<file path="config.mk">
export PLATFORM = sky130hd
export DESIGN_NAME = bcd_alu_sequencer_flat
export DESIGN_NICKNAME = d
export VERILOG_FILES = /design/src/rtl/bcd_alu_sequencer_pkg.sv /design/src/rtl/bcd_alu_sequencer_if.sv /design/src/rtl/bcd_alu_sequencer_addsub.sv /design/src/rtl/bcd_alu_sequencer.sv /design/src/flat_wrapper.sv
export SDC_FILE = /design/constraint.sdc
export NUM_CORES = 1
export LEC_CHECK = 0
export CORE_MARGIN = 5
export CORE_UTILIZATION = 54
export CTS_BUF_LIST = sky130_fd_sc_hd__clkbuf_8 sky130_fd_sc_hd__clkbuf_16
export DETAILED_ROUTE_END_ITERATION = 6
export PLACE_DENSITY_LB_ADDON = 0.12
export SYNTH_ARGS = -nofsm -noshare
export SYNTH_HDL_FRONTEND = slang
export SYNTH_SLANG_ARGS = --single-unit
</file>
<file path="constraint.sdc">
create_clock -name clk -period 11.1 [get_ports clk]
set_input_delay 1.11 -clock clk [delete_from_list [all_inputs] [get_ports clk]]
set_output_delay 1.11 -clock clk [all_outputs]
set_load 0.03 [all_outputs]
</file>
<file path="src/rtl/bcd_alu_sequencer_pkg.sv">
// Shared definitions for the BCD ALU sequencer: op codes, FSM encoding and
// digit-serial BCD helpers (validity check, +/-1 step).
package calc_pkg;
  localparam int DIGIT_W    = 4;
  localparam int MAX_DIGITS = 8;
  localparam int MAX_W      = DIGIT_W * MAX_DIGITS;

  localparam logic [3:0] OP_EQUAL = 4'd10;
  localparam logic [3:0] OP_AC    = 4'd11;
  localparam logic [3:0] OP_PLUS  = 4'd12;
  localparam logic [3:0] OP_MINUS = 4'd13;
  localparam logic [3:0] OP_MULT  = 4'd14;
  localparam logic [3:0] OP_DIV   = 4'd15;

  typedef enum logic [1:0] {
    S_IDLE   = 2'b00,
    S_EXEC   = 2'b01,
    S_ITER   = 2'b10,
    S_FINISH = 2'b11
  } seq_state_e;

  // Counters are narrow so they get a ripple +/-1 instead of the shared adder.
  function automatic logic [MAX_W-1:0] bcd_step(input logic [MAX_W-1:0] x,
                                                input logic dec, input int n);
    logic [MAX_W-1:0] y;
    logic [3:0]       d;
    logic             c;
    y = x;
    c = 1'b1;
    for (int i = 0; i < MAX_DIGITS; i++) begin
      d = x[i*DIGIT_W +: DIGIT_W];
      if (c && i < n) begin
        if (dec) begin
          if (d == 4'd0) d = 4'd9;
          else begin d = d - 4'd1; c = 1'b0; end
        end else begin
          if (d == 4'd9) d = 4'd0;
          else begin d = d + 4'd1; c = 1'b0; end
        end
      end
      y[i*DIGIT_W +: DIGIT_W] = d;
    end
    return y;
  endfunction

  function automatic logic is_bcd(input logic [MAX_W-1:0] x);
    logic ok;
    ok = 1'b1;
    for (int i = 0; i < MAX_DIGITS; i++)
      if (x[i*DIGIT_W +: DIGIT_W] > 4'd9) ok = 1'b0;
    return ok;
  endfunction
endpackage

</file>
<file path="src/rtl/bcd_alu_sequencer_if.sv">
// Request/result bundle between the calculator FSM (master) and the sequencer.
// Optional remainder port: BCD_SEQ_REMAINDER_EN.
interface bcd_alu_sequencer_if #(parameter int DIGITS = 4);
  import calc_pkg::*;
  localparam int W = DIGIT_W * DIGITS;

  logic         start;
  logic [3:0]   op;
  logic [W-1:0] opa;
  logic [W-1:0] opb;
  logic         busy;
  logic         done;
  logic [W-1:0] result;
  logic         neg;
  logic         err;
  logic [1:0]   state;
`ifdef BCD_SEQ_REMAINDER_EN
  logic [W-1:0] rem;

  modport master (output start, op, opa, opb,
                  input  busy, done, result, neg, err, state, rem);
  modport slave  (input  start, op, opa, opb,
                  output busy, done, result, neg, err, state, rem);
`else
  modport master (output start, op, opa, opb,
                  input  busy, done, result, neg, err, state);
  modport slave  (input  start, op, opa, opb,
                  output busy, done, result, neg, err, state);
`endif
endinterface

</file>
<file path="src/rtl/bcd_alu_sequencer_addsub.sv">
// Combinational DIGITS-wide BCD adder/subtractor; cout is carry (add) or
// borrow (sub) out of the top digit.
module bcd_addsub
  import calc_pkg::*;
#(
  parameter int DIGITS = 4
) (
  input  logic [DIGIT_W*DIGITS-1:0] a,
  input  logic [DIGIT_W*DIGITS-1:0] b,
  input  logic                      sub,
  output logic [DIGIT_W*DIGITS-1:0] y,
  output logic                      cout
);
  logic [DIGITS:0] c;
  assign c[0] = 1'b0;

  for (genvar g = 0; g < DIGITS; g++) begin : g_dig
    logic [4:0] raw;
    logic [3:0] dig;
    logic       co;
    // 5-bit per-digit sum keeps the correction local: +6 on add, +10 on borrow.
    always_comb begin
      if (sub) begin
        raw = {1'b0, a[g*DIGIT_W +: DIGIT_W]} - {1'b0, b[g*DIGIT_W +: DIGIT_W]}
              - {4'b0, c[g]};
        co  = raw[4];
        dig = co ? raw[3:0] + 4'd10 : raw[3:0];
      end else begin
        raw = {1'b0, a[g*DIGIT_W +: DIGIT_W]} + {1'b0, b[g*DIGIT_W +: DIGIT_W]}
              + {4'b0, c[g]};
        co  = (raw > 5'd9);
        dig = co ? raw[3:0] + 4'd6 : raw[3:0];
      end
    end
    assign y[g*DIGIT_W +: DIGIT_W] = dig;
    assign c[g+1] = co;
  end

  assign cout = c[DIGITS];
endmodule

</file>
<file path="src/rtl/bcd_alu_sequencer.sv">
// Sequences one shared BCD add/sub datapath through PLUS/MINUS (single pass),
// MULT (repeated add) and DIV (repeated subtract). Optional: BCD_SEQ_REMAINDER_EN.
module bcd_alu_sequencer
  import calc_pkg::*;
#(
  parameter int DIGITS = 4
) (
  input logic                 clk,
  input logic                 reset,
  bcd_alu_sequencer_if.slave  bus
);
  localparam int W = DIGIT_W * DIGITS;

  seq_state_e   state_q;
  logic [3:0]   op_q;
  logic [W-1:0] opa_q, opb_q, acc_q, cnt_q, result_q;
  logic         busy_q, done_q, neg_q, err_q;
`ifdef BCD_SEQ_REMAINDER_EN
  logic [W-1:0] rem_q;
`endif

  logic [W-1:0] add_a, add_b, add_y;
  logic         add_sub, add_co;
  logic [W-1:0] cnt_dec_d, cnt_inc_d;
  logic         ops_ok, a_lt_b;

  // Valid BCD orders the same as its raw binary encoding.
  assign a_lt_b    = (opa_q < opb_q);
  assign ops_ok    = (op_q >= OP_PLUS) && is_bcd(MAX_W'(opa_q)) && is_bcd(MAX_W'(opb_q));
  assign cnt_dec_d = W'(bcd_step(MAX_W'(cnt_q), 1'b1, DIGITS));
  assign cnt_inc_d = W'(bcd_step(MAX_W'(cnt_q), 1'b0, DIGITS));

  // acc_q is the MULT accumulator or the DIV running remainder; cnt_q is the
  // MULT down-counter or the DIV quotient.
  always_comb begin
    add_a   = opa_q;
    add_b   = opb_q;
    add_sub = 1'b0;
    if (state_q == S_EXEC && op_q == OP_MINUS) begin
      add_sub = 1'b1;
      if (a_lt_b) begin
        add_a = opb_q;
        add_b = opa_q;
      end
    end else if (state_q == S_ITER) begin
      add_a   = acc_q;
      add_b   = (op_q == OP_MULT) ? opa_q : opb_q;
      add_sub = (op_q != OP_MULT);
    end
  end

  bcd_addsub #(.DIGITS(DIGITS)) u_addsub (
    .a    (add_a),
    .b    (add_b),
    .sub  (add_sub),
    .y    (add_y),
    .cout (add_co)
  );

  always_ff @(posedge clk) begin
    if (reset) begin
      state_q  <= S_IDLE;
      op_q     <= '0;
      opa_q    <= '0;
      opb_q    <= '0;
      acc_q    <= '0;
      cnt_q    <= '0;
      result_q <= '0;
      busy_q   <= 1'b0;
      done_q   <= 1'b0;
      neg_q    <= 1'b0;
      err_q    <= 1'b0;
`ifdef BCD_SEQ_REMAINDER_EN
      rem_q    <= '0;
`endif
    end else begin
      done_q <= 1'b0;
      case (state_q)
        S_IDLE: if (bus.start) begin
          op_q     <= bus.op;
          opa_q    <= bus.opa;
          opb_q    <= bus.opb;
          result_q <= '0;
          neg_q    <= 1'b0;
          err_q    <= 1'b0;
`ifdef BCD_SEQ_REMAINDER_EN
          rem_q    <= '0;
`endif
          busy_q   <= 1'b1;
          state_q  <= S_EXEC;
        end
        S_EXEC: begin
          state_q <= S_FINISH;
          busy_q  <= 1'b0;
          done_q  <= 1'b1;
          if (!ops_ok) begin
            err_q <= 1'b1;
          end else begin
            case (op_q)
              OP_PLUS: begin
                if (add_co) err_q <= 1'b1;
                else        result_q <= add_y;
              end
              OP_MINUS: begin
                result_q <= add_y;
                neg_q    <= a_lt_b;
              end
              OP_MULT: begin
                acc_q <= '0;
                cnt_q <= opb_q;
                if (opb_q != '0) begin
                  state_q <= S_ITER;
                  busy_q  <= 1'b1;
                  done_q  <= 1'b0;
                end
              end
              default: begin
                if (opb_q == '0) begin
                  err_q <= 1'b1;
                end else begin
                  acc_q   <= opa_q;
                  cnt_q   <= '0;
                  state_q <= S_ITER;
                  busy_q  <= 1'b1;
                  done_q  <= 1'b0;
                end
              end
            endcase
          end
        end
        S_ITER: begin
          if (op_q == OP_MULT) begin
            if (add_co) begin
              err_q   <= 1'b1;
              state_q <= S_FINISH;
              busy_q  <= 1'b0;
              done_q  <= 1'b1;
            end else begin
              acc_q <= add_y;
              cnt_q <= cnt_dec_d;
              if (cnt_dec_d == '0) begin
                result_q <= add_y;
                state_q  <= S_FINISH;
                busy_q   <= 1'b0;
                done_q   <= 1'b1;
              end
            end
          end else if (!add_co) begin
            acc_q <= add_y;
            cnt_q <= cnt_inc_d;
          end else begin
            result_q <= cnt_q;
`ifdef BCD_SEQ_REMAINDER_EN
            rem_q    <= acc_q;
`endif
            state_q  <= S_FINISH;
            busy_q   <= 1'b0;
            done_q   <= 1'b1;
          end
        end
        default: state_q <= S_IDLE;
      endcase
    end
  end

  assign bus.busy   = busy_q;
  assign bus.done   = done_q;
  assign bus.result = result_q;
  assign bus.neg    = neg_q;
  assign bus.err    = err_q;
  assign bus.state  = state_q;
`ifdef BCD_SEQ_REMAINDER_EN
  assign bus.rem    = rem_q;
`endif
endmodule

</file>
<file path="src/flat_wrapper.sv">
// flat-port wrapper written by rule: the top's interface ports become plain ports
module bcd_alu_sequencer_flat import calc_pkg::*;
#(
  parameter int DIGITS = 4
)
  (clk, reset, bus_start, bus_op, bus_opa, bus_opb, bus_busy, bus_done, bus_result, bus_neg, bus_err, bus_state);
  bcd_alu_sequencer_if #(.DIGITS(DIGITS)) bus_i ();
  input logic clk;
  input logic reset;
  input wire logic [$bits(bus_i.start)-1:0] bus_start;
  input wire logic [$bits(bus_i.op)-1:0] bus_op;
  input wire logic [$bits(bus_i.opa)-1:0] bus_opa;
  input wire logic [$bits(bus_i.opb)-1:0] bus_opb;
  output wire logic [$bits(bus_i.busy)-1:0] bus_busy;
  output wire logic [$bits(bus_i.done)-1:0] bus_done;
  output wire logic [$bits(bus_i.result)-1:0] bus_result;
  output wire logic [$bits(bus_i.neg)-1:0] bus_neg;
  output wire logic [$bits(bus_i.err)-1:0] bus_err;
  output wire logic [$bits(bus_i.state)-1:0] bus_state;
  assign bus_i.start = bus_start;
  assign bus_i.op = bus_op;
  assign bus_i.opa = bus_opa;
  assign bus_i.opb = bus_opb;
  assign bus_busy = bus_i.busy;
  assign bus_done = bus_i.done;
  assign bus_result = bus_i.result;
  assign bus_neg = bus_i.neg;
  assign bus_err = bus_i.err;
  assign bus_state = bus_i.state;
  bcd_alu_sequencer #(.DIGITS(DIGITS)) u_core (.clk(clk), .reset(reset), .bus(bus_i));
endmodule
</file>
==> results.py <==
metrics = {
    "run_status": {
        "status": "finished clean",
    },
    "sta": {
        "maxSlewHeadroom_pct": 16.8,
        "setup_viol": 0,
        "holdWs_ps": 450,
        "layout_min_cycle_time_ps": 10660,
        "worst_slack_ps": 437,
        "max_clock_freq_mhz": 93.8,
        "worstMarginPinSlew_ps": 1240,
        "drv_slew": 0,
        "hold_viol_final": 0,
        "fin_skew_ps": 8.64,
        "setup-tns-final_ps": 0,
        "period_share_pct": 96.1,
    },
    "setup_path": {
        "arrival_ps": 10940,
        "crit_top_cell": "o21a_1",
        "critical_path_class": "flip-flop to flip-flop",
        "end_kind": "flip-flop",
        "cpPeakStageDelay_ps": 560,
        "crit_path_top_delay_cell": "or4_4",
        "cp-start-kind": "flip-flop",
        "r2r_start": "u_core.opa_q[13]$_SDFFE_PP0P_",
        "rr_endpoint": "u_core.bus.result[8]$_SDFFE_PP0P_",
        "reg2reg_depth": 45,
        "r2r_slack_ps": 440,
        "cp.required_ps": 11380,
        "worstPathMaxFanout": 24,
    },
    "die": {
        "ios": 61,
        "initial_utilization_pct": 54.8,
        "die_h_um": 128,
        "die_area_mm2": 0.0165,
        "rows": 43,
        "dieWidth_um": 128,
        "core_area_mm2": 0.0138,
    },
    "detailed_routing": {
        "first_iter_violations": 696,
        "num_vias": 7756,
        "wire_per_inst_um": 19.5,
        "detail_route.first_pass.iterations": 5,
        "drc": 0,
        "ant_nets": 0,
        "drt_wl_total_um": 24300,
        "viasPerCell": 6.23,
    },
    "place": {
        "dp_hpwl_um": 17800,
        "gp_congestion": 0.957,
        "placed_cell_area_mm2": 0.00845,
        "dp_cells": 1227,
        "io_buffers": 60,
        "pre_cts_slack_ps": -32.9,
    },
    "global_route": {
        "grt_overflow": 0,
        "grt_usage_pct": 29.4,
        "grt_pass1_wl_um": 38500,
        "grt_pass1_vias": 7295,
        "grt_max_degree": 71,
        "antenna_found_initial": 0,
    },
    "yosys": {
        "ys.flop_type": "dfxtp_1",
        "ys_warn_count": 0,
        "synth_edf_count": 0,
        "yosysTopAreaCell": "dfxtp_1",
        "syn_area_per_cell_um2": 7.48,
        "ys_ff_latch": 90,
        "seq_area_frac_synth_pct": 23.8,
        "syn_area_mm2": 0.00757,
        "syn_inst": 1013,
        "yosysTopAreaCellShare_pct": 23.8,
        "ys_types": 76,
        "yosys-top-cells-area": "dfxtp_1 24%, ha_1 9.3%, nand2_1 6.8%",
        "syn_nets": 1125,
        "synthArstFlopShare_pct": 0,
    },
    "layout": {
        "drive_gt1_share_pct": 10.1,
        "fin_util_pct": 64.1,
        "layout_common_cells": "137 x nand2_1, 90 x a21oi_1, 90 x dfxtp_1",
        "num-nets-final": 1172,
        "fin_cells": 1245,
        "finish.instance_area_mm2": 0.00886,
        "layout_commonest_cell": "nand2_1",
        "area_growth_pct": 17.0,
        "n_antenna_cell": 0,
    },
    "min_path": {
        "min_path_cells": 2,
        "hold_end": "u_core.bus.result[4]$_SDFFE_PP0P_",
        "hold_class": "flip-flop to flip-flop",
        "hold_start": "u_core.bus.result[4]$_SDFFE_PP0P_",
    },
    "clock_tree": {
        "cts_hold_buf": 0,
        "clk_path_buf_depth": 2,
        "cts_made_buffers": 9,
        "path_clk_slew_ps": 70,
        "clk_latency_ps": 360,
        "clock_tree.root_cell": "clkbuf_16",
        "h-tree-depth": 3,
        "tritoncts": "done",
        "clock-sinks": 90,
    },
    "power": {
        "power_leakage_nw": 3.41,
        "ir_drop_uv": 162,
        "finalPower_mw": 2.77,
        "p_per_area_mw_per_mm2": 312,
    },
    "job": {
        "maxCapViolations": 0,
    },
}
==> critical path: cells and delay by family (launching register included) <==
kind                     cells  cell delay, ps
adder cells (fa/ha/maj)     10            3360
AO/OA/AOI/OAI               15            3200
AND/OR/NAND/NOR             11            2530
buffers and inverters        7             760
flip-flops                   1             410
XOR/XNOR                     2             300
==> logic make-up after synthesis <==
logic type / share of synthesized area, %
DFF: 23.8
buffers and inverters: 7.22
xor gates and xnor gates: 3.24
muxes: 2.02
and+or+nand+nor: 21.3
adders and majority gates: 13.7
AOI/OAI and AO/OA: 28.7
==> routing by layer <==
metal  track usage (%)  up-vias  wire (um)
li1                  -     3717          -
met1              37.5     3641      10200
met2              47.2      331      11200
met3              8.01       67       2100
met4              11.5        0        809
met5                 0        -          0
==> Yosys cell counts (11+ instances only) <==
library cell,instances
a211oi_1,20
a21o_1,17
a21oi_1,92
a221oi_1,14
a32oi_1,12
clkbuf_1,59
dfxtp_1,90
fa_1,17
ha_1,56
inv_1,63
mux2i_1,13
nand2_1,138
nand3_1,15
nor2_1,73
nor3_1,29
nor4_1,11
o21a_1,21
o21ai_0,57
o22a_1,12
xnor2_1,20
==> where the power goes <==
group          switching, mW  internal [mW]
Combinational           1.19          0.795
Sequential            0.0794          0.390
Clock                  0.137          0.179
==> worst max path at each step <==
stage                                              from  slack (ps)                                  to  cells after the start
final                     u_core.opa_q[13]$_SDFFE_PP0P_         440   u_core.bus.result[8]$_SDFFE_PP0P_                     45
after global routing      u_core.opb_q[13]$_SDFFE_PP0P_         -30   u_core.bus.result[8]$_SDFFE_PP0P_                     46
after floorplan           u_core.opb_q[13]$_SDFFE_PP0P_         130  u_core.bus.result[15]$_SDFFE_PP0P_                     47
after global placement    u_core.opb_q[13]$_SDFFE_PP0P_         220  u_core.bus.result[15]$_SDFFE_PP0P_                     43
after detailed placement  u_core.opb_q[13]$_SDFFE_PP0P_         -30  u_core.bus.result[15]$_SDFFE_PP0P_                     43
after CTS                 u_core.opb_q[13]$_SDFFE_PP0P_          10   u_core.bus.result[8]$_SDFFE_PP0P_                     44
==> timing repair <==
item	CTS	global route
pin swaps	0	2
resized for setup	3	30
buffers inserted	0	2
setup endpoints to repair	19	48
==> cell type report <==
cell class | instances | area, um^2
multi-input cells | 787 | 5320
fillers | 1259 | 4970
flip-flops and latches | 90 | 1800
repair buffers | 107 | 976
inverters | 65 | 244
clock buffers | 10 | 239
well taps | 180 | 225
clock inverters | 6 | 58.8
==> state kept, by name (all words and copies together) (netlist names) <==
register,count
u_core.opb_q,16
u_core.bus.busy,1
u_core.bus.err,1
u_core.bus.neg,1
u_core.acc_q,16
u_core.bus.state,2
u_core.bus.result,16
u_core.opa_q,16
u_core.bus.done,1
u_core.op_q,4
u_core.cnt_q,16
Power figures use the tool's default switching activity.
